<file path="src/rtl/word_deserializer_if.sv">
// Bus bundle for word_deserializer: serial valid/ready link in, parallel word valid/ready out.
interface word_deserializer_if #(
    parameter int unsigned WIDTH = 32
);
    logic             ser_in;
    logic             ser_valid;
    logic             ser_ready;
    logic [WIDTH-1:0] word_out;
    logic             word_valid;
    logic             word_ready;
    logic             parity_err;

    // Producer of serial bits and consumer of words (the environment).
    modport master (
        output ser_in, ser_valid, word_ready,
        input  ser_ready, word_out, word_valid, parity_err
    );

    // The deserializer itself.
    modport slave (
        input  ser_in, ser_valid, word_ready,
        output ser_ready, word_out, word_valid, parity_err
    );
endinterface

</file>
<file path="src/rtl/word_deserializer.sv">
// Serial-to-parallel word receiver with a registered valid/ready word output.
// Define WORD_DESER_PARITY_EN to append an even-parity bit to every frame.
module word_deserializer #(
    parameter int unsigned WIDTH     = 32,
    parameter bit          MSB_FIRST = 1'b1
) (
    input logic               clk,
    input logic               rst,
    word_deserializer_if.slave bus
);
`ifdef WORD_DESER_PARITY_EN
    localparam int unsigned FRAME = WIDTH + 1;
`else
    localparam int unsigned FRAME = WIDTH;
`endif
    localparam int unsigned       CNT_W    = $clog2(FRAME + 1);
    localparam logic [CNT_W-1:0]  LAST_CNT = CNT_W'(FRAME - 1);

    typedef enum logic [1:0] {
        ST_IDLE,
        ST_SHIFT,
        ST_LAST
    } state_e;

    state_e           state_q, state_d;
    logic [CNT_W-1:0] cnt_q, cnt_d;
    logic [WIDTH-1:0] shift_q, shift_d;
    logic [WIDTH-1:0] word_q, word_d;
    logic             valid_q, valid_d;
`ifdef WORD_DESER_PARITY_EN
    logic             perr_q, perr_d;
`endif

    logic             ser_ready_c;
    logic             accept;
    logic [WIDTH-1:0] shifted;
    logic [CNT_W-1:0] cnt_inc;

    always_comb begin
        // Only the completing bit may stall, and only while the held word is not draining.
        ser_ready_c = !((state_q == ST_LAST) && valid_q && !bus.word_ready);
        accept      = bus.ser_valid && ser_ready_c;
        cnt_inc     = cnt_q + CNT_W'(1);
        if (MSB_FIRST) begin
            shifted = {shift_q[WIDTH-2:0], bus.ser_in};
        end else begin
            shifted = {bus.ser_in, shift_q[WIDTH-1:1]};
        end
    end

    always_comb begin
        state_d = state_q;
        cnt_d   = cnt_q;
        shift_d = shift_q;
        word_d  = word_q;
        valid_d = valid_q;
`ifdef WORD_DESER_PARITY_EN
        perr_d  = perr_q;
`endif

        if (valid_q && bus.word_ready) begin
            valid_d = 1'b0;
        end

        if (accept) begin
            case (state_q)
                ST_IDLE, ST_SHIFT: begin
                    shift_d = shifted;
                    cnt_d   = cnt_inc;
                    state_d = (cnt_inc == LAST_CNT) ? ST_LAST : ST_SHIFT;
                end
                ST_LAST: begin
`ifdef WORD_DESER_PARITY_EN
                    // The completing bit is parity: data is already fully shifted in.
                    word_d  = shift_q;
                    perr_d  = (^shift_q) ^ bus.ser_in;
`else
                    word_d  = shifted;
                    shift_d = shifted;
`endif
                    valid_d = 1'b1;
                    cnt_d   = '0;
                    state_d = ST_IDLE;
                end
                default: begin
                    cnt_d   = '0;
                    state_d = ST_IDLE;
                end
            endcase
        end
    end

    always_ff @(posedge clk) begin
        if (rst) begin
            state_q <= ST_IDLE;
            cnt_q   <= '0;
            shift_q <= '0;
            word_q  <= '0;
            valid_q <= 1'b0;
`ifdef WORD_DESER_PARITY_EN
            perr_q  <= 1'b0;
`endif
        end else begin
            state_q <= state_d;
            cnt_q   <= cnt_d;
            shift_q <= shift_d;
            word_q  <= word_d;
            valid_q <= valid_d;
`ifdef WORD_DESER_PARITY_EN
            perr_q  <= perr_d;
`endif
        end
    end

    assign bus.ser_ready  = ser_ready_c;
    assign bus.word_out   = word_q;
    assign bus.word_valid = valid_q;
`ifdef WORD_DESER_PARITY_EN
    assign bus.parity_err = perr_q;
`else
    assign bus.parity_err = 1'b0;
`endif
endmodule

</file>
<file path="src/flat_wrapper.sv">
// flat-port wrapper written by rule: the top's interface ports become plain ports
module word_deserializer_flat 
#(
    parameter int unsigned WIDTH     = 32,
    parameter bit          MSB_FIRST = 1'b1
)
  (clk, rst, bus_ser_in, bus_ser_valid, bus_word_ready, bus_ser_ready, bus_word_out, bus_word_valid, bus_parity_err);
  word_deserializer_if #(.WIDTH(WIDTH)) bus_i ();
  input logic clk;
  input logic rst;
  input wire logic [$bits(bus_i.ser_in)-1:0] bus_ser_in;
  input wire logic [$bits(bus_i.ser_valid)-1:0] bus_ser_valid;
  input wire logic [$bits(bus_i.word_ready)-1:0] bus_word_ready;
  output wire logic [$bits(bus_i.ser_ready)-1:0] bus_ser_ready;
  output wire logic [$bits(bus_i.word_out)-1:0] bus_word_out;
  output wire logic [$bits(bus_i.word_valid)-1:0] bus_word_valid;
  output wire logic [$bits(bus_i.parity_err)-1:0] bus_parity_err;
  assign bus_i.ser_in = bus_ser_in;
  assign bus_i.ser_valid = bus_ser_valid;
  assign bus_i.word_ready = bus_word_ready;
  assign bus_ser_ready = bus_i.ser_ready;
  assign bus_word_out = bus_i.word_out;
  assign bus_word_valid = bus_i.word_valid;
  assign bus_parity_err = bus_i.parity_err;
  word_deserializer #(.WIDTH(WIDTH), .MSB_FIRST(MSB_FIRST)) u_core (.clk(clk), .rst(rst), .bus(bus_i));
endmodule
</file>
<file path="config.mk">
export PLATFORM = sky130hd
export DESIGN_NAME = word_deserializer_flat
export DESIGN_NICKNAME = d
export VERILOG_FILES = /design/src/rtl/word_deserializer_if.sv /design/src/rtl/word_deserializer.sv /design/src/flat_wrapper.sv
export SDC_FILE = /design/constraint.sdc
export NUM_CORES = 1
export LEC_CHECK = 0
export BUFFER_PORTS_ARGS = -buffer_cell sky130_fd_sc_hd__buf_2
export CAP_MARGIN = 10
export CORE_ASPECT_RATIO = 1.2
export CORE_MARGIN = 4
export CORE_UTILIZATION = 40
export CTS_CLUSTER_DIAMETER = 40
export DETAILED_ROUTE_END_ITERATION = 10
export GPL_TIMING_DRIVEN = 0
export PLACE_DENSITY = 0.61
export SLEW_MARGIN = 40
export SYNTH_ARGS = -nofsm -noshare
export SYNTH_HDL_FRONTEND = slang
export SYNTH_SLANG_ARGS = --single-unit
</file>
<file path="constraint.sdc">
create_clock -name clk -period 1.31 [get_ports clk]
set_input_delay 0.0655 -clock clk [delete_from_list [all_inputs] [get_ports clk]]
set_output_delay 0.0655 -clock clk [all_outputs]
set_load 0.02 [all_outputs]
</file>
# After elaboration in Yosys (flattened, before gate mapping)
# Cells that the tools add are included.
[totals]
in_bits = 5
output_inout_bits = 35
word_cells = 26
register_bits = 72
[op_classes]
addsub = 1
reduce_logical = 11
n_eq_ne = 3
muxes = 6
[ops]
columns = ["cell", "n"]
rows = [
  ["$add A6 B1 Y6 const B", 1],
  ["$eq A6 B5 Y1 const B", 1],
  ["$mux W6", 1],
  ["$logic_and A1 B1 Y1", 4],
  ["$mux W2", 2],
  ["$reduce_and A2 Y1", 2],
  ["$mux W1", 3],
  ["$reduce_or A3 Y1", 1],
  ["$eq A2 B1 Y1 const B", 1],
  ["$eq A2 B2 Y1 const B", 1],
  ["$logic_not A1 Y1", 2],
  ["$logic_not A2 Y1", 1],
  ["$reduce_or A2 Y1", 1],
]

# Logic depth before layout (Yosys ltp)
# Gate-level depths: netlist of the first run.
[logic_depth]
ltp_word = 6
ltp_mapped = 7
ltp_nobuf = 6

# Worst setup path after synthesis of the first run
# Ideal clock, no wire load.
[synth_path]
kind = "register -> register"
from = "register u_core.cnt_q[0]"
to = "register u_core.state_q[1]"
t_arrival_ps = 1324
path_stages_with_launch = 6
n_path_buf = 0
t_required_ps = 1250
path_slack_ps = -75
setup_ps = 60
path_cell_list = "dfxtp_1 -> ha_1 -> and4b_1 -> o21ai_1 -> a32oi_1 -> a32o_1"
[synth_via]
elab_chain_len = 4
[synth_lines]
columns = ["item", "line_no", "rtl"]
rows = [
  ["start, declared", "word_deserializer.sv:26", "logic [CNT_W-1:0] cnt_q, cnt_d;"],
  ["start signal, assigned", "word_deserializer.sv:105", "cnt_q <= cnt_d;"],
  ["$add A6 B1 Y6", "word_deserializer.sv:43", "cnt_inc = cnt_q + CNT_W'(1);"],
  ["$eq A6 B5 Y1", "word_deserializer.sv:70", "state_d = (cnt_inc == LAST_CNT) ? ST_LAST : ST_SHIFT;"],
  ["$mux W2", "word_deserializer.sv:70", ""],
  ["$mux W2", "word_deserializer.sv:66", "case (state_q)"],
  ["end signal, assigned", "word_deserializer.sv:104", "state_q <= state_d;"],
  ["end, declared", "word_deserializer.sv:25", "state_e state_q, state_d;"],
]
# Every way passes these cells.
# A chain may end at the register's enable or synchronous reset.

# Worst setup path in the final report of the first run
[layout_path]
from = "register u_core.valid_q, in the netlist u_core.bus.word_valid"
to = "register u_core.word_q[25], in the netlist u_core.bus.word_out[25]"
[layout_via]
elab_chain_len = 5
[layout_lines]
columns = ["item", "line_no", "rtl"]
rows = [
  ["start, declared", "word_deserializer.sv:29", "logic valid_q, valid_d;"],
  ["start signal, assigned", "word_deserializer.sv:108", "valid_q <= valid_d;"],
  ["$logic_and A1 B1 Y1 (2 in a row)", "word_deserializer.sv:41", "ser_ready_c = !((state_q == ST_LAST) && valid_q && !bus.word_ready);"],
  ["$logic_not A1 Y1", "word_deserializer.sv:41", ""],
  ["$logic_and A1 B1 Y1", "word_deserializer.sv:42", "accept = bus.ser_valid && ser_ready_c;"],
  ["$reduce_and A2 Y1 (no source line)", "-", ""],
  ["end signal, assigned", "word_deserializer.sv:107", "word_q <= word_d;"],
  ["end, declared", "word_deserializer.sv:28", "logic [WIDTH-1:0] word_q, word_d;"],
]
# Every way passes these cells.

==> impl_metrics.ini, run 1 <==
[logic_synthesis]
syn_area_sq_um = 2870
synth_fp_nets = 361
synth_cell_types = 37
async_reset_ff_share_pct = 0
syn_inst = 354
seq_area_frac_synth_pct = 50.2
syn_avg_cell_area_sq_um = 8.11
synth_edf_count = 0
yosysWarnings = 0
synth-main-ff-cell = dfxtp_1
ys_ff_latch = 72

[clock_tree]
htreeDepth = 3
cts_tree = yes
clk_pin_slew_worst_paths_ps = 70
cts_buffers = 9
cts_buffer_depth = 2
clock_latency_ps = 340
ctsRootBufferMaster = clkbuf_8
numClockSinks = 72

[cells_and_area]
final_cells = 503
syn_to_final_growth_pct = 33.3
layout-drive-gt1-share_pct = 35.3
final_util_pct = 55.5
nets = 419
diodes = 0
design_area_sq_um = 3830

[pwr]
power.density_nw_per_um2 = 1050
p_leak_nw = 1.35
peakVddDrop_mv = 0.572
design_power_total_mw = 4.02

[grt]
first_global_vias = 2591
grt_max_degree = 12
grt_pass1_wl_microns = 11900
overflow = 0
grt_use_total_pct = 17.1
antenna_found_initial = 0

[sta]
finalSetupViolations = 35
slew_headroom_pct = 55.3
min_period_over_period_pct = 104
slew_viol_final = 0
holdWs_ps = 86.3
finalClockSkew_ps = 8.27
period_minus_slack_ps = 1370
tns_ps = -1430
rsz0062_at_grt = true
fmax_mhz = 731
setup_ws_ps = -57.3
hold_viol_final = 0
worst_pin_slew_ps = 670

[floorplan]
boundaryPins = 40
die_area_sq_um = 8600
core_sq_um = 6900
die_h_microns = 101
rows = 33
die_w_microns = 85.3
initial_utilization_pct = 41.6

[drt]
drt-initial-drc-count = 80
antenna_left = 0
routed_wl_microns = 7380
vias = 2654
viasPerCell = 5.28
drt_pass1_iterations = 4
wl_per_cell_microns = 14.7
drc = 0

[worst_setup_path]
path_max_fanout = 5
worstPathArrival_ps = 1570
path_delay_family = simple AND/OR/NAND/NOR gates
max_stage_delay_ps = 450
cp-end-kind = flip-flop
crit_chain = nor2b_4 > or3_4 > clkbuf_16 > nand2_2 > a21oi_1
slowest_stage = or3_4
startpoint_type = flip-flop
critPathKind = reg -> reg
critPathBufInv = 1
crit_required_ps = 1520

[placement]
post-dp-hpwl_microns = 4690
placed_area_sq_um = 3180
gp_congestion = 0.788
dp.cells = 478
port_buffers = 37
pre_cts_ws_ps = -143

[outcome]
failed_checks = setup timing
status = complete, but fails checks

[run]
cap_violations = 0

[worst_hold_path]
min_path_type = in -> reg
per-layer routing:
layer  wire length [microns]  global-route usage (%)  vias to the layer above
met4                     106                    5.97                        0
met1                    3280                    20.5                     1260
met5                       0                       0                        -
met2                    3720                    29.5                       46
li1                        -                       -                     1339
met3                     275                    4.25                        9
synth_stat cells, types with 3 or more instances:
master    count  share of area (%)
dfxtp_1      72                 50
nand2_1      70                9.2
a21oi_1      69                 12
nand3_1      34                5.9
o21ai_0      31                5.4
clkbuf_1     17                2.2
buf_2         6                1.0
nor2_1        6               0.78
a21boi_0      3               0.78
buf_1         3               0.39
buf_6         3                1.2
inv_1         3               0.39
nor3_1        3               0.52
worst min-delay path: stages:
cell and delay (ps):
buf_2 110, nor2b_4 70, nor2_1 100, nor2_1 40
registers in the layout, summed over array words and instances (netlist names):
| register | cells |
|---|---|
| u_core.bus.word_out | 32 |
| u_core.bus.word_valid | 1 |
| u_core.cnt_q | 6 |
| u_core.shift_q | 31 |
| u_core.state_q | 2 |
area by class of cell:
cell class              instances  area [sq um]
fillers                       663          3070
multi-input cells             248          1560
flip-flops and latches         72          1460
repair buffers                 48           299
plain buffers                  30           208
clock buffers                  12           166
well taps                      87           109
clock inverters                 3          15.0
inverters                       3          11.3
kinds of logic after synthesis:
family	count (synthesis)	share of synthesized area, %
adder cells (fa/ha/maj)	2	0.872
other	1	0.131
flip-flops	72	50.2
AO/OA/AOI/OAI	114	21.6
AND/OR/NAND/NOR	131	21.4
buffers and inverters	34	5.75
cells in the final DEF, fill, tap and decap left out, types with 8 or more instances in the layout:
cell type  netlist  routed
a21oi_1         69      53
a21oi_2          0      16
buf_4            2      13
clkbuf_1        17      12
dfxtp_1         72      66
clkbuf_8         0      10
buf_2            6      38
o21ai_2          1      24
nand3_1         34      34
nand2_4          0       8
nand2_1         70      59
final timing paths:
check                                            start                                   end  slack, ps  depth (start not counted)
hold / removal                          bus_word_ready      u_core.bus.word_valid$_SDFF_PP0_         90                          4
hold reg to reg   u_core.bus.word_out[17]$_SDFFE_PP0P_  u_core.bus.word_out[17]$_SDFFE_PP0P_        450                          2
setup / recovery      u_core.bus.word_valid$_SDFF_PP0_  u_core.bus.word_out[25]$_SDFFE_PP0P_        -60                          5
setup reg to reg      u_core.bus.word_valid$_SDFF_PP0_  u_core.bus.word_out[25]$_SDFFE_PP0P_        -60                          5
timing repair:
action                                  CTS  global route
pin swaps                                 5            55
hold buffers                              1             0
endpoints found under the setup margin   70            65
setup buffers                             3             3
gates cloned                              0             4
hold endpoints to repair                  2             0
resized for setup                        27           123
power breakdown:
part           switching, mW  total [mW]  internal [mW]
Combinational          0.118       0.164         0.0469
Sequential            0.0249        2.22           2.19
Clock                  0.797        1.63          0.836
Power figures use the tool's default switching activity.
==> run 2, diff against run 1 <==
--- a/config.mk
+++ b/config.mk
@@ -14,6 +14,7 @@
 export DETAILED_ROUTE_END_ITERATION = 10
 export GPL_TIMING_DRIVEN = 0
 export PLACE_DENSITY = 0.61
+export RECOVER_POWER = 100
 export SLEW_MARGIN = 40
 export SYNTH_ARGS = -nofsm -noshare
 export SYNTH_HDL_FRONTEND = slang
==> run 2 against run 1 <==
  * Clock power about the same
  * Core utilization decreased by 0.60 points
  * Power about the same
  * Clock skew increased by 1.0 ps
  * The run still ends with setup timing left
  * First-iteration DRC count decreased by 13%
  * Sequential share of layout area increased by 0.42 points
  * Flip-flop and latch count unchanged
  * Via count decreased by 0.15%
  * Largest cell class unchanged
==> impl_metrics.ini, run 2 (synthesized netlist as in run 1, its figures left out) <==
[outcome]
status = complete, but fails checks
failed_checks = setup timing

[worst_setup_path]
path_max_fanout = 5
cp-end-kind = flip-flop
crit_chain = nor2b_4 > or3_4 > clkbuf_16 > nand2_2 > a21oi_1
worstPathArrival_ps = 1580
crit_required_ps = 1520
slowest_stage = or3_4
max_stage_delay_ps = 450
startpoint_type = flip-flop
critPathKind = reg -> reg
path_delay_family = simple AND/OR/NAND/NOR gates
critPathBufInv = 1

[floorplan]
core_sq_um = 6900
boundaryPins = 40
rows = 33
die_area_sq_um = 8600
initial_utilization_pct = 41.6
die_w_microns = 85.3
die_h_microns = 101

[cells_and_area]
seq_area_sq_um = 1460
final_common_cell = dfxtp_1
fillers = 676
final_cell_mix = dfxtp_1 (66), nand2_1 (59), a21oi_1 (53)
syn_to_final_growth_pct = 31.9
diodes = 0
largest_reg_flops = 32
nets = 419
multi_input_area_sq_um = 1560
layout-drive-gt1-share_pct = 27.4

[clock_tree]
ctsRootBufferMaster = clkbuf_8
cts_tree = yes
cts_buffers = 9
clk_pin_slew_worst_paths_ps = 70
clock_latency_ps = 340
cts_buffer_depth = 2
numClockSinks = 72
htreeDepth = 3

[grt]
first_global_vias = 2591
grt_pass1_wl_microns = 11900
grt_use_total_pct = 17.1
grt_max_degree = 12
antenna_found_initial = 0
overflow = 0

[pwr]
p_comb_share_pct = 4.1
p_int_mw = 3.08
p_leak_nw = 1.20
clkPwrFrac_pct = 40.7
peakVddDrop_mv = 0.574
switching_share_pct = 23.4
p_seq_share_pct = 55.2
power.density_nw_per_um2 = 1060
p_sw_mw = 0.942

[drt]
vias = 2650
routed_wl_microns = 7380
drc = 0
antenna_left = 0
drt_pass1_iterations = 4
drt-initial-drc-count = 70
wl_per_cell_microns = 14.7
viasPerCell = 5.27

[sta]
finalClockSkew_ps = 9.28
period_minus_slack_ps = 1370
min_period_over_period_pct = 105
worst_pin_slew_ps = 700
setup_ws_ps = -59.5
hold_viol_final = 0
rsz0062_at_grt = true
finalSetupViolations = 35
holdWs_ps = 84.1
tns_ps = -1490
fmax_mhz = 730
slew_headroom_pct = 53.3
slew_viol_final = 0

[run]
cap_violations = 0

[placement]
pre_cts_ws_ps = -143
post-dp-hpwl_microns = 4690
gp_congestion = 0.788
port_buffers = 37

[worst_hold_path]
min_path_type = in -> reg
-- run 2: final cells by class --
class	count	share of cell area (%)
Sequential cell	72	38.6
Tap cell	87	2.88
Timing Repair Buffer	48	6.81
Clock buffer	12	4.40
Buffer	30	5.49
Inverter	3	0.298
Multi-Input combinational cell	248	41.1
Clock inverter	3	0.397
-- run 2: routing by layer --
layer,wire [microns],GRT usage [%]
met2,3700,29.5
met1,3270,20.5
met3,313,4.25
met5,0,0
met4,104,5.97
-- run 2: through the flow --
stage	power (mW)	util (%)	cell area, sq um	std cells
final	4.02	54.9	3780	503
after global routing	4.18	54.9	3780	503
after CTS	4.02	50.5	3480	497
after detailed placement	2.40	46.1	3180	478
after global placement	2.40	46.1	3180	478
after floorplan	2.35	-	2890	354
-- run 2: timing repair --
action	in CTS	in global routing
resized for setup	27	123
gates cloned	0	4
hold endpoints to repair	2	0
hold buffers	1	0
pin swaps	5	55
buffers inserted	3	3
setup endpoints to repair	70	65
-- run 2: worst reg2reg max path, delay by kind of cell (launching register included) --
family | cells | cell delay, ps
and+or+nand+nor | 3 | 650
DFF | 1 | 340
buffers and inverters | 1 | 200
AOI/OAI and AO/OA | 1 | 50
-- run 2: power groups by stage --
stage | clock [mW] | sequential (mW) | combinational [mW]
after global placement | 0 | 2.26 | 0.134
final | 1.64 | 2.22 | 0.164
after detailed placement | 0 | 2.27 | 0.134
after CTS | 1.66 | 2.21 | 0.146
after global routing | 1.77 | 2.22 | 0.185
after floorplan | 0 | 2.26 | 0.0946
-- run 2: final timing paths --
check	start	to	slack [ps]	cells after the start
worst max-delay path	u_core.bus.word_valid$_SDFF_PP0_	u_core.bus.word_out[25]$_SDFFE_PP0P_	-60	5
worst min-delay path	bus_word_ready	u_core.bus.word_valid$_SDFF_PP0_	80	4
worst max register to register	u_core.bus.word_valid$_SDFF_PP0_	u_core.bus.word_out[25]$_SDFFE_PP0P_	-60	5
worst min register to register	u_core.bus.word_out[24]$_SDFFE_PP0P_	u_core.bus.word_out[24]$_SDFFE_PP0P_	460	2
==> run 3, diff against run 2 <==
--- a/config.mk
+++ b/config.mk
@@ -7,13 +7,15 @@
 export LEC_CHECK = 0
 export BUFFER_PORTS_ARGS = -buffer_cell sky130_fd_sc_hd__buf_2
 export CAP_MARGIN = 10
+export CELL_PAD_IN_SITES_DETAIL_PLACEMENT = 1
+export CELL_PAD_IN_SITES_GLOBAL_PLACEMENT = 2
 export CORE_ASPECT_RATIO = 1.2
 export CORE_MARGIN = 4
-export CORE_UTILIZATION = 40
+export CORE_UTILIZATION = 30
 export CTS_CLUSTER_DIAMETER = 40
 export DETAILED_ROUTE_END_ITERATION = 10
 export GPL_TIMING_DRIVEN = 0
-export PLACE_DENSITY = 0.61
+export PLACE_DENSITY = 0.74
 export RECOVER_POWER = 100
 export SLEW_MARGIN = 40
 export SYNTH_ARGS = -nofsm -noshare
==> run 3 against run 2 <==
  * The flow still finishes with violations (setup timing)
  * Clock skew is 1.1 ps lower
  * Non-clock buffer count stayed put
  * Flip-flop and latch count stayed put
  * Sequential power hardly changed
  * Sequential share of layout area is 1.4 points higher
  * Combinational power is 2% higher
  * Core utilization is 15 points lower
  * First-iteration DRC count is 4.3% lower
  * Routed wire length is 5.5% higher
  * Final cell count is 6.8% higher
  * Power is 15% higher
  * Critical path type unchanged
  * Largest power group is now the clock network
==> impl_metrics.ini, run 3 (synthesized netlist as in run 1, its figures left out) <==
[worst_setup_path]
crit_chain = ha_4 > and4b_1 > o21ai_2 > a32oi_2 > a32o_1
r2r_cells = 5
critPathKind = reg -> reg
crit_required_ps = 1540
path_delay_family = compound AO/OA/AOI/OAI gates
startpoint_type = flip-flop
path_max_fanout = 7
slowest_stage = dfxtp_4
worst-path-stages = 5
worstPathArrival_ps = 1610
max_stage_delay_ps = 380
critPathBufInv = 0
cp-end-kind = flip-flop

[placement]
pre_cts_ws_ps = -254
port_buffers = 37
placed_area_sq_um = 3220
post-dp-hpwl_microns = 5370
dp.cells = 511
gp_congestion = 0.779

[sta]
fmax_mhz = 724
finalClockSkew_ps = 8.19
setup_ws_ps = -70.6
period_minus_slack_ps = 1380
tns_ps = -1170
rsz0062_at_grt = true
slew_headroom_pct = 65.0
finalSetupViolations = 32
slew_viol_final = 0
hold_viol_final = 0
worst_pin_slew_ps = 525
holdWs_ps = 88.8
min_period_over_period_pct = 105

[cells_and_area]
largest_reg_flops = 32
syn_to_final_growth_pct = 27.1
final_cell_mix = a21oi_1 (69), nand2_1 (68), dfxtp_1 (65)
nets = 419
design_area_sq_um = 3650
final_cells = 537
diodes = 0
fillers = 1123
layout-drive-gt1-share_pct = 16.1
final_common_cell = a21oi_1

[run]
cap_violations = 0

[drt]
routed_wl_microns = 7790
antenna_left = 0
wl_per_cell_microns = 14.5
drt_pass1_iterations = 4
drt-initial-drc-count = 67
drc = 0
viasPerCell = 5.00
vias = 2686

[outcome]
failed_checks = setup timing
status = complete, but fails checks

[clock_tree]
cts_buffer_depth = 2
clk_pin_slew_worst_paths_ps = 80
ctsRootBufferMaster = clkbuf_8
cts_buffers = 9
clock_latency_ps = 350
cts_tree = yes
numClockSinks = 72
htreeDepth = 3

[floorplan]
core_sq_um = 9180
die_area_sq_um = 11200
initial_utilization_pct = 31.3
die_w_microns = 97.3
die_h_microns = 115
boundaryPins = 40
rows = 38

[pwr]
power.density_nw_per_um2 = 1270
peakVddDrop_mv = 0.525
p_leak_nw = 1.19

[worst_hold_path]
hold_depth = 4
min_path_type = in -> reg

[grt]
first_global_vias = 2748
antenna_found_initial = 0
grt_use_total_pct = 14.7
grt_pass1_wl_microns = 13300
overflow = 0
grt_max_degree = 13
## run 3: cell count changes in the layout (fill, tap and decap cells not counted), sizes merged
| cell | change |
|---|---|
| buf | +4 |
| bufinv | +3 |
| clkbuf | -4 |
| clkinv | -2 |
## run 3: path summary, 6_finish.rpt
path | endpoint | slack, ps | from
worst max-delay path | u_core.state_q[1]$_SDFFE_PP0P_ | -70 | u_core.cnt_q[0]$_SDFFE_PP0P_
worst min-delay path | u_core.bus.word_valid$_SDFF_PP0_ | 90 | bus_word_ready
worst max register to register | u_core.state_q[1]$_SDFFE_PP0P_ | -70 | u_core.cnt_q[0]$_SDFFE_PP0P_
worst min register to register | u_core.bus.word_out[19]$_SDFFE_PP0P_ | 460 | u_core.bus.word_out[19]$_SDFFE_PP0P_
## run 3: report_power, final
group / total, mW / internal, mW / switching (mW)
logic: 0.168 / 0.0562 / 0.112
registers: 2.21 / 2.19 / 0.0202
clock network: 2.24 / 1.39 / 0.849
total: 4.62 / 3.64 / 0.981
## run 3: per-layer routing
metal	up-vias	track usage [%]	part of all wire, %
li1	1340	-	-
met1	1304	17.8	45
met2	30	25.2	50
met3	12	3.58	2.9
met4	0	6.46	1.8
met5	-	0	0
## run 3: layout make-up
type                    instances  area (sq um)  area share [%]
clock buffers                  12           156            4.29
clock inverters                 4          98.8            2.71
flip-flops and latches         72          1460            40.0
plain buffers                  31           208            5.69
repair buffers                 47           219            6.00
multi-input cells             248          1340            36.8
inverters                       3          11.3           0.309
well taps                     120           150            4.12
## run 3: worst register-to-register path: stages, from the launching register on
cell	delay (ps)
dfxtp_4	380
ha_4	180
and4b_1	200
o21ai_2	130
a32oi_2	140
a32o_1	230
## run 3: stage by stage
stage | power (mW) | utilization, %
after global routing | 4.81 | 39.7
after detailed placement | 2.41 | 35.1
final | 4.62 | 39.7
after global placement | 2.41 | 35.1
after CTS | 4.69 | 39.6
after floorplan | 2.35 | -
## run 3: timing repair
item                       4_1_cts  5_1_grt
pin swaps                        5        1
setup endpoints to repair       70       63
hold endpoints to repair         2        0
resized for setup               32       25
buffers inserted                 6        3
hold buffers                     1        0
